`src/rtl/uart_transmitter.sv`:
```
// 8N1 UART transmitter with a small input FIFO and a runtime bit period.
// The bit period is sampled when a byte is popped and held for the whole frame.
module uart_transmitter #(
  parameter int unsigned FIFO_DEPTH = 4
) (
  input  logic                         clk_i,
  input  logic                         rst_i,
  input  logic [15:0]                  clks_per_bit_i,
  input  logic                         tx_valid_i,
  input  logic [7:0]                   tx_byte_i,
  output logic                         tx_ready_o,
  output logic                         tx_serial_o,
  output logic                         tx_active_o,
  output logic                         tx_done_o,
  output logic [$clog2(FIFO_DEPTH):0]  fifo_level_o
);

  localparam int unsigned AddrW = $clog2(FIFO_DEPTH);
  localparam int unsigned LvlW  = AddrW + 1;

  typedef enum logic [1:0] {StIdle, StStart, StData, StStop} state_t;

  logic [7:0]     fifo_mem [FIFO_DEPTH];
  logic [AddrW:0] wr_ptr_q, rd_ptr_q;
  logic           fifo_empty, push, pop;

  state_t      state_q, state_d;
  logic [15:0] clk_cnt_q, clk_cnt_d;
  logic [15:0] cpb_q, cpb_d;
  logic [2:0]  bit_idx_q, bit_idx_d;
  logic [7:0]  shift_q, shift_d;
  logic        bit_end;
  logic        serial_d, active_d, done_d;

  // Extra pointer bit distinguishes full from empty.
  assign fifo_level_o = wr_ptr_q - rd_ptr_q;
  assign fifo_empty   = (wr_ptr_q == rd_ptr_q);
  assign tx_ready_o   = (fifo_level_o != LvlW'(FIFO_DEPTH));
  assign push         = tx_valid_i && tx_ready_o;
  assign pop          = (state_q == StIdle) && !fifo_empty;
  assign bit_end      = (clk_cnt_q == cpb_q - 16'd1);

  always_ff @(posedge clk_i or posedge rst_i) begin
    if (rst_i) begin
      wr_ptr_q <= '0;
      rd_ptr_q <= '0;
    end else begin
      if (push) wr_ptr_q <= wr_ptr_q + LvlW'(1);
      if (pop)  rd_ptr_q <= rd_ptr_q + LvlW'(1);
    end
  end

  always_ff @(posedge clk_i) begin
    if (push) fifo_mem[wr_ptr_q[AddrW-1:0]] <= tx_byte_i;
  end

  // State register, including the registered outputs.
  always_ff @(posedge clk_i or posedge rst_i) begin
    if (rst_i) begin
      state_q     <= StIdle;
      clk_cnt_q   <= '0;
      cpb_q       <= 16'd1;
      bit_idx_q   <= '0;
      shift_q     <= '0;
      tx_serial_o <= 1'b1;
      tx_active_o <= 1'b0;
      tx_done_o   <= 1'b0;
    end else begin
      state_q     <= state_d;
      clk_cnt_q   <= clk_cnt_d;
      cpb_q       <= cpb_d;
      bit_idx_q   <= bit_idx_d;
      shift_q     <= shift_d;
      tx_serial_o <= serial_d;
      tx_active_o <= active_d;
      tx_done_o   <= done_d;
    end
  end

  always_comb begin
    state_d   = state_q;
    clk_cnt_d = clk_cnt_q;
    cpb_d     = cpb_q;
    bit_idx_d = bit_idx_q;
    shift_d   = shift_q;
    unique case (state_q)
      StIdle: begin
        if (!fifo_empty) begin
          shift_d   = fifo_mem[rd_ptr_q[AddrW-1:0]];
          cpb_d     = (clks_per_bit_i == 16'd0) ? 16'd1 : clks_per_bit_i;
          clk_cnt_d = '0;
          bit_idx_d = '0;
          state_d   = StStart;
        end
      end
      StStart: begin
        if (bit_end) begin
          clk_cnt_d = '0;
          state_d   = StData;
        end else begin
          clk_cnt_d = clk_cnt_q + 16'd1;
        end
      end
      StData: begin
        if (bit_end) begin
          clk_cnt_d = '0;
          if (bit_idx_q == 3'd7) state_d = StStop;
          else                   bit_idx_d = bit_idx_q + 3'd1;
        end else begin
          clk_cnt_d = clk_cnt_q + 16'd1;
        end
      end
      StStop: begin
        if (bit_end) begin
          clk_cnt_d = '0;
          state_d   = StIdle;
        end else begin
          clk_cnt_d = clk_cnt_q + 16'd1;
        end
      end
      default: state_d = StIdle;
    endcase
  end

  // Outputs decoded from next state so the line moves on the same edge as the FSM.
  always_comb begin
    serial_d = 1'b1;
    active_d = (state_d != StIdle);
    done_d   = (state_q == StStop) && (state_d == StIdle);
    case (state_d)
      StStart: serial_d = 1'b0;
      StData:  serial_d = shift_d[bit_idx_d];
      default: serial_d = 1'b1;
    endcase
  end

endmodule

```
`config.mk`:
```
export PLATFORM = sky130hd
export DESIGN_NAME = uart_transmitter
export DESIGN_NICKNAME = d
export VERILOG_FILES = /design/src/rtl/uart_transmitter.sv
export SDC_FILE = /design/constraint.sdc
export NUM_CORES = 1
export LEC_CHECK = 0
export CAP_MARGIN = 20
export CORE_ASPECT_RATIO = 0.5
export CORE_MARGIN = 2
export CORE_UTILIZATION = 35
export CTS_CLUSTER_DIAMETER = 30
export CTS_CLUSTER_SIZE = 10
export DETAILED_ROUTE_END_ITERATION = 6
export PLACE_DENSITY_LB_ADDON = 0.3
export SYNTH_ARGS = -nofsm -noshare
export SYNTH_HDL_FRONTEND = slang
export SYNTH_SLANG_ARGS = --single-unit
```
`constraint.sdc`:
```
create_clock -name clk_i -period 5.7 [get_ports clk_i]
set_input_delay 1.14 -clock clk_i [delete_from_list [all_inputs] [get_ports clk_i]]
set_output_delay 1.14 -clock clk_i [all_outputs]
set_load 0.01 [all_outputs]
```
==> flow_summary.toml, run 1 <==
[outcome]
status = "finished clean"

[clocking]
cts.sink_count = 86
insertion_delay_ps = 340
deepest_level_of_the_cts_h_tree = 3
ctsHoldBuffers = 0
cts.repair_timing.setup_buffer_count = 0
cts-root-to-sink-buffers = 2
cts_tree = "yes"
cts_root_buf = "sky130_fd_sc_hd__clkbuf_16"
clk_transition_reported_paths_ps = 70
tritoncts.num_buffers = 9
cts-resized-gates = 0

[synth]
synth-async-reset-ratio_pct = 62.8
post-synth-top-area-cell = "sky130_fd_sc_hd__dfrtp_1"
yosysUniqueCellTypes = 52
synth_edf_count = 32
syn-instance-count = 392
synth-seq-cells = 86
netlist.area_leader.share_pct = 30.1
synth.top_cells.by_area = "sky130_fd_sc_hd__dfrtp_1 (30%), sky130_fd_sc_hd__edfxtp_1 (22%), sky130_fd_sc_hd__nand2_1 (5.4%), sky130_fd_sc_hd__mux4_2 (4.2%), sky130_fd_sc_hd__o21ai_0 (3.4%)"
synthesis.nets = 430
synth-warning-count = 0
postSynth.topFlopCell = "sky130_fd_sc_hd__dfrtp_1"
synthesis.area_per_instance_um2 = 11.0
synth_sequential_area_ratio_pct = 53.6
netlist_area_um2 = 4320

[setup_path]
slowest_delay_ps = 590
worst_path_fanout_max = 5
largest_delay_contributor_family_on_the_critical_path = "simple AND/OR/NAND/NOR gates"
cp.required_ps = 5950
worstPathCellList = "inv_1, ha_1, o21ba_1, a221oi_1, a41oi_1, or4_1, or4_4, or3_4, a21oi_4, mux2i_1, mux2_2, a211oi_1"
worstSetupStartpointType = "register"
critical_path.slowest_cell = "sky130_fd_sc_hd__or4_1"
reg2regPathDepth = 12
timing.critical_path.to_type = "register"
timing.critical_path.buf_inv = 1
timing_worst_setup_path_type = "register to register"
timing.critical_path.arrival_ps = 4120
path_depth = 12

[grt]
wire_length_of_the_first_global_routing_pass_um = 13900
grt_antenna_before_repair = 0
global_route.usage.total_pct = 13.3
grt_max_degree = 55
total_overflow_reported_by_the_global_router = 0
first_global_vias = 2906

[sta]
tmin_final_ps = 3880
final_min_period_over_clock_period_pct = 68.0
grt_setup_unrepaired = "false"
worst_slew_margin_rel_pct = 33.6
setup_slack_ps = 1820
timing.final.max_slew_violations = 0
max_freq_mhz = 258
worst_setup_skew_after_layout_ps = 7.88
final.setup.tns_ps = 0
report.final.setup_viol = 0
worst_slew_pin_slew_ps = 987
hold_viol_final = 0

[floorplanning]
floorplan.initialDensity_pct = 36.3
die_area_um2 = 13300
io_pins = 34
core_area_um2 = 11900
placement_rows = 28
floorplan.die.height_um = 82.6
die_x_um = 161

[cells_and_area]
layout_commonest_cell = "sky130_fd_sc_hd__nand2_1"
final_layout_size_suffix_gt1_share_pct = 10.7
post_route_standard_cell_area_excluding_fillers_um2 = 5120
design.final.nets = 461
syn2layout_area_growth_pct = 18.4
antenna-diode-count = 0
leading_cell_types_in_the_layout_fill_and_taps_excluded = "sky130_fd_sc_hd__nand2_1 (62), sky130_fd_sc_hd__dfrtp_1 (52), sky130_fd_sc_hd__clkdlybuf4s50_1 (33)"
nFillCells = 1143

[placed_design]
placed_cell_area_um2 = 4820
numPortBuffers = 33
detailedPlacementHpwl_um = 5740
pre_cts_slack_ps = 1840
gp_congestion = 0.772

[drt]
wl_per_cell_um = 14.0
detail_route.iter0.violations = 189
highest-signal-layer = "met4"
wl_met1_um = 4160
dr.pass1.iters = 4
wirelength_um = 8280
avgViaCountPerCell = 4.91
route.detailed.drc = 0
route.met2.wl_um = 3810
met3WireLength_um = 249
detailroute.via_count = 2910
ant_nets = 0

[flow_run]
max-cap-violations = 0

[pwr]
pwr_density_cell_nw_per_um2 = 328
power.ir.vdd_worst_v = 0.000152
static-leakage-power_nw = 2.01

[worst_hold_path]
hold_path.class = "register to register"
timing.hold.worst_path_depth = 1
[kinds of logic (layout without fill, tap and decap cells)]
| logic type | Yosys count | in the layout | share of synthesized area (%) |
|---|---|---|---|
| AO/OA/AOI/OAI | 60 | 60 | 9.04 |
| XOR/XNOR | 32 | 32 | 6.49 |
| adder cells (fa/ha/maj) | 11 | 11 | 3.36 |
| buffers and inverters | 32 | 68 | 2.84 |
| flip-flops | 86 | 86 | 53.6 |
| multiplexers | 21 | 21 | 7.50 |
| AND/OR/NAND/NOR | 150 | 150 | 17.2 |
[stage by stage]
stage | hold slack (ps) | cells | power (mW) | utilization, %
finish | 487 | 593 | 1.68 | 43.0
detailed placement | 483 | 577 | 1.12 | 40.5
global placement | 480 | 577 | 1.12 | 40.5
global route | 507 | 593 | 1.77 | 43.0
floorplan | 462 | 392 | 0.989 | -
CTS | 494 | 593 | 1.70 | 43.0
[where the power goes]
group	internal (mW)	total, mW	switching [mW]
sequential	0.732	0.792	0.0601
combinational	0.152	0.308	0.156
clock	0.310	0.577	0.267
total	1.19	1.68	0.484
[flip-flops by register name, indices dropped and copies added, names as in the netlist, 2 cells and up]
register	flops
state_q	2
shift_q	8
wr_ptr_q	3
bit_idx_q	3
rd_ptr_q	3
fifo_mem	32
clk_cnt_q	16
cpb_q	16
[cell usage after synthesis (all sizes together) (2+ instances only)]
| cell type | n |
|---|---|
| nor3 | 7 |
| and2 | 2 |
| a211oi | 2 |
| a221oi | 2 |
| and3 | 13 |
| a22o | 2 |
| a311oi | 3 |
| clkbuf | 15 |
| dfstp | 2 |
| dfrtp | 52 |
| nand3 | 11 |
| xnor2 | 16 |
| a41oi | 2 |
| nand4 | 5 |
| inv | 15 |
| mux2i | 2 |
| nand2 | 62 |
| nand2b | 12 |
| edfxtp | 32 |
| buf | 2 |
| mux4 | 8 |
| ha | 10 |
| xor2 | 16 |
| a21oi | 5 |
| mux2 | 11 |
| or2 | 2 |
| a31oi | 3 |
| nor4 | 8 |
| nor2 | 20 |
| or4 | 3 |
| o21ai | 31 |
[path summary, 6_finish.rpt]
check | to | slack, ps | start
worst max-delay path | tx_serial_o | 1820 | cpb_q[0]
worst min-delay path | wr_ptr_q[2] | 490 | wr_ptr_q[2]
worst max register to register | tx_serial_o | 1820 | cpb_q[0]
worst min register to register | wr_ptr_q[2] | 490 | wr_ptr_q[2]
max in group asynchronous | shift_q[0] | 3920 | rst_i
min in group asynchronous | wr_ptr_q[0] | 1310 | rst_i
[worst reg2reg max path, cell delays in order (launching register included)]
cell and delay [ps]:
sky130_fd_sc_hd__dfstp_2 560, sky130_fd_sc_hd__inv_1 70, sky130_fd_sc_hd__ha_1 260, sky130_fd_sc_hd__o21ba_1 190
sky130_fd_sc_hd__a221oi_1 290, sky130_fd_sc_hd__a41oi_1 100, sky130_fd_sc_hd__or4_1 590, sky130_fd_sc_hd__or4_4 480
sky130_fd_sc_hd__or3_4 400, sky130_fd_sc_hd__a21oi_4 240, sky130_fd_sc_hd__mux2i_1 100, sky130_fd_sc_hd__mux2_2 260
sky130_fd_sc_hd__a211oi_1 260
[layer usage]
layer / track usage (%) / vias to the layer above
met5: 0 / -
met4: 3.93 / 0
met3: 3.80 / 7
met2: 22.0 / 31
met1: 17.4 / 1415
li1: - / 1457
[layout make-up]
cell class	instances	area [µm²]	share of cell area, %
sequential	86	2310	45.2
tap	165	206	4.04
timing repair buffer	37	360	7.04
clock buffer	9	225	4.40
inverter	15	56.3	1.10
multi-input combinational	274	1880	36.8
clock inverter	7	70.1	1.37
Power figures use the tool's default switching activity.
==> run 2: changes to the inputs <==
clock period = 3.8 ns   (was 5.7 ns; I/O delays follow)
==> flow_summary.toml, run 2 (same netlist as run 1, synthesis figures left out) <==
[outcome]
status = "finished clean"

[grt]
total_overflow_reported_by_the_global_router = 0
wire_length_of_the_first_global_routing_pass_um = 14100
global_route.usage.met3_pct = 4.30
gr-usage-met1_pct = 17.8
first_global_vias = 2858
global_route.usage.total_pct = 13.8
top_usage_layer = "met2"
grt_util_met2_pct = 22.4
grt_max_degree = 42
grt_antenna_before_repair = 0

[setup_path]
cp.required_ps = 4070
timing.critical_path.arrival_ps = 3910
timing_worst_setup_path_type = "register to register"
timing.critical_path.to_type = "register"
worstSetupStartpointType = "register"
worst_path_fanout_max = 5

[cells_and_area]
leading_cell_types_in_the_layout_fill_and_taps_excluded = "sky130_fd_sc_hd__nand2_1 (62), sky130_fd_sc_hd__dfrtp_1 (52), sky130_fd_sc_hd__clkdlybuf4s50_1 (33)"
syn2layout_area_growth_pct = 20.5
utilization_pct = 43.7
design.final.nets = 469
layout_commonest_cell = "sky130_fd_sc_hd__nand2_1"
final_layout_size_suffix_gt1_share_pct = 13.5
antenna-diode-count = 0
largest_reg_flops = 32

[pwr]
pwr_density_cell_nw_per_um2 = 487
static-leakage-power_nw = 2.06
power.ir.vdd_worst_v = 0.000272
combPwrFrac_pct = 18.5
seq_power_share_pct = 46.9
power.internal_mw = 1.80
switching_share_pct = 29.2
switchingPower_uw = 741
share_clk_of_total_power_pct = 34.5

[clocking]
tritoncts.num_buffers = 9
cts-root-to-sink-buffers = 2
deepest_level_of_the_cts_h_tree = 3
cts.repair_timing.setup_buffer_count = 0
clk_transition_reported_paths_ps = 70
insertion_delay_ps = 350
cts_root_buf = "sky130_fd_sc_hd__clkbuf_16"
cts_tree = "yes"
cts.sink_count = 86

[drt]
wl_per_cell_um = 14.4
avgViaCountPerCell = 4.96
dr.pass1.iters = 4
detail_route.iter0.violations = 136
wirelength_um = 8680
ant_nets = 0
detailroute.via_count = 2981
route.detailed.drc = 0

[sta]
worst_slew_margin_rel_pct = 40.7
final_min_period_over_clock_period_pct = 95.7
worst_slew_pin_slew_ps = 889
timing.final.max_slew_violations = 0
final.setup.tns_ps = 0
max_freq_mhz = 275
hold_viol_final = 0
report.final.setup_viol = 0
worst_setup_skew_after_layout_ps = 10.2
tmin_final_ps = 3640
grt_setup_unrepaired = "false"

[floorplanning]
die_area_um2 = 13300
core_area_um2 = 11900
die_x_um = 161
floorplan.initialDensity_pct = 36.3
floorplan.die.height_um = 82.6
io_pins = 34
placement_rows = 28

[worst_hold_path]
hold_path.class = "register to register"

[placed_design]
detailedPlacementHpwl_um = 6120
gp_congestion = 0.794
numPortBuffers = 33

[flow_run]
max-cap-violations = 0
## run 2: layer usage
metal | vias to the layer above | wire length [µm]
met5 | - | 0
met4 | 0 | 47
met3 | 4 | 250
met2 | 40 | 4040
met1 | 1456 | 4350
li1 | 1481 | -
## run 2: path summary, 6_finish.rpt
check                       startpoint          end  slack [ps]  cells past startpoint
setup reg to reg              cpb_q[0]  tx_serial_o         160                     12
hold / removal             wr_ptr_q[2]  wr_ptr_q[2]         490                      1
max in group asynchronous        rst_i  rd_ptr_q[2]        2230                      3
min in group asynchronous        rst_i    tx_done_o         910                      2
hold reg to reg            wr_ptr_q[2]  wr_ptr_q[2]         490                      1
setup / recovery              cpb_q[0]  tx_serial_o         160                     12
## run 2: final cells by class
type,instances,area [µm²]
fillers,1129,6710
flip-flops and latches,86,2310
multi-input cells,274,1910
repair buffers,45,420
clock buffers,9,225
well taps,165,206
clock inverters,7,70.1
inverters,15,56.3
## run 2: what timing repair did
item | CTS | global route
resized for setup | 1 | 5
endpoints found under the setup margin | 1 | 1
hold buffers | 0 | 0
pin swaps | 1 | 3
cloned | 0 | 0
## run 2: stage by stage
step,power [mW],setup slack [ps],area [µm²],hold WS (ps),cells
3_3_place_gp,1.67,85.6,4880,479,585
3_5_place_dp,1.69,1.07,4880,488,585
4_1_cts,2.57,25.8,5180,497,601
5_1_grt,2.67,4.43,5200,509,601
2_1_floorplan,1.48,243,4320,462,392
6_report,2.54,162,5200,491,601
## run 2: power by group through the flow
| stage | combinational (mW) | clock (mW) | sequential [mW] |
|---|---|---|---|
| 3_3_place_gp | 0.468 | 0 | 1.20 |
| 4_1_cts | 0.480 | 0.896 | 1.19 |
| 3_5_place_dp | 0.476 | 0 | 1.21 |
| 5_1_grt | 0.527 | 0.937 | 1.21 |
| 2_1_floorplan | 0.318 | 0 | 1.17 |
| 6_report | 0.470 | 0.876 | 1.19 |
## run 2: critical path, cell delays in order, from the launching register on
cell and delay, ps:
sky130_fd_sc_hd__dfstp_2 560, sky130_fd_sc_hd__inv_1 90, sky130_fd_sc_hd__ha_4 190, sky130_fd_sc_hd__o21ba_1 160, sky130_fd_sc_hd__a221oi_1 280, sky130_fd_sc_hd__a41oi_1 90
sky130_fd_sc_hd__or4_4 520, sky130_fd_sc_hd__or4_4 440, sky130_fd_sc_hd__or3_4 390, sky130_fd_sc_hd__a21oi_4 250, sky130_fd_sc_hd__mux2i_1 110, sky130_fd_sc_hd__mux2_2 280
sky130_fd_sc_hd__a211oi_2 210
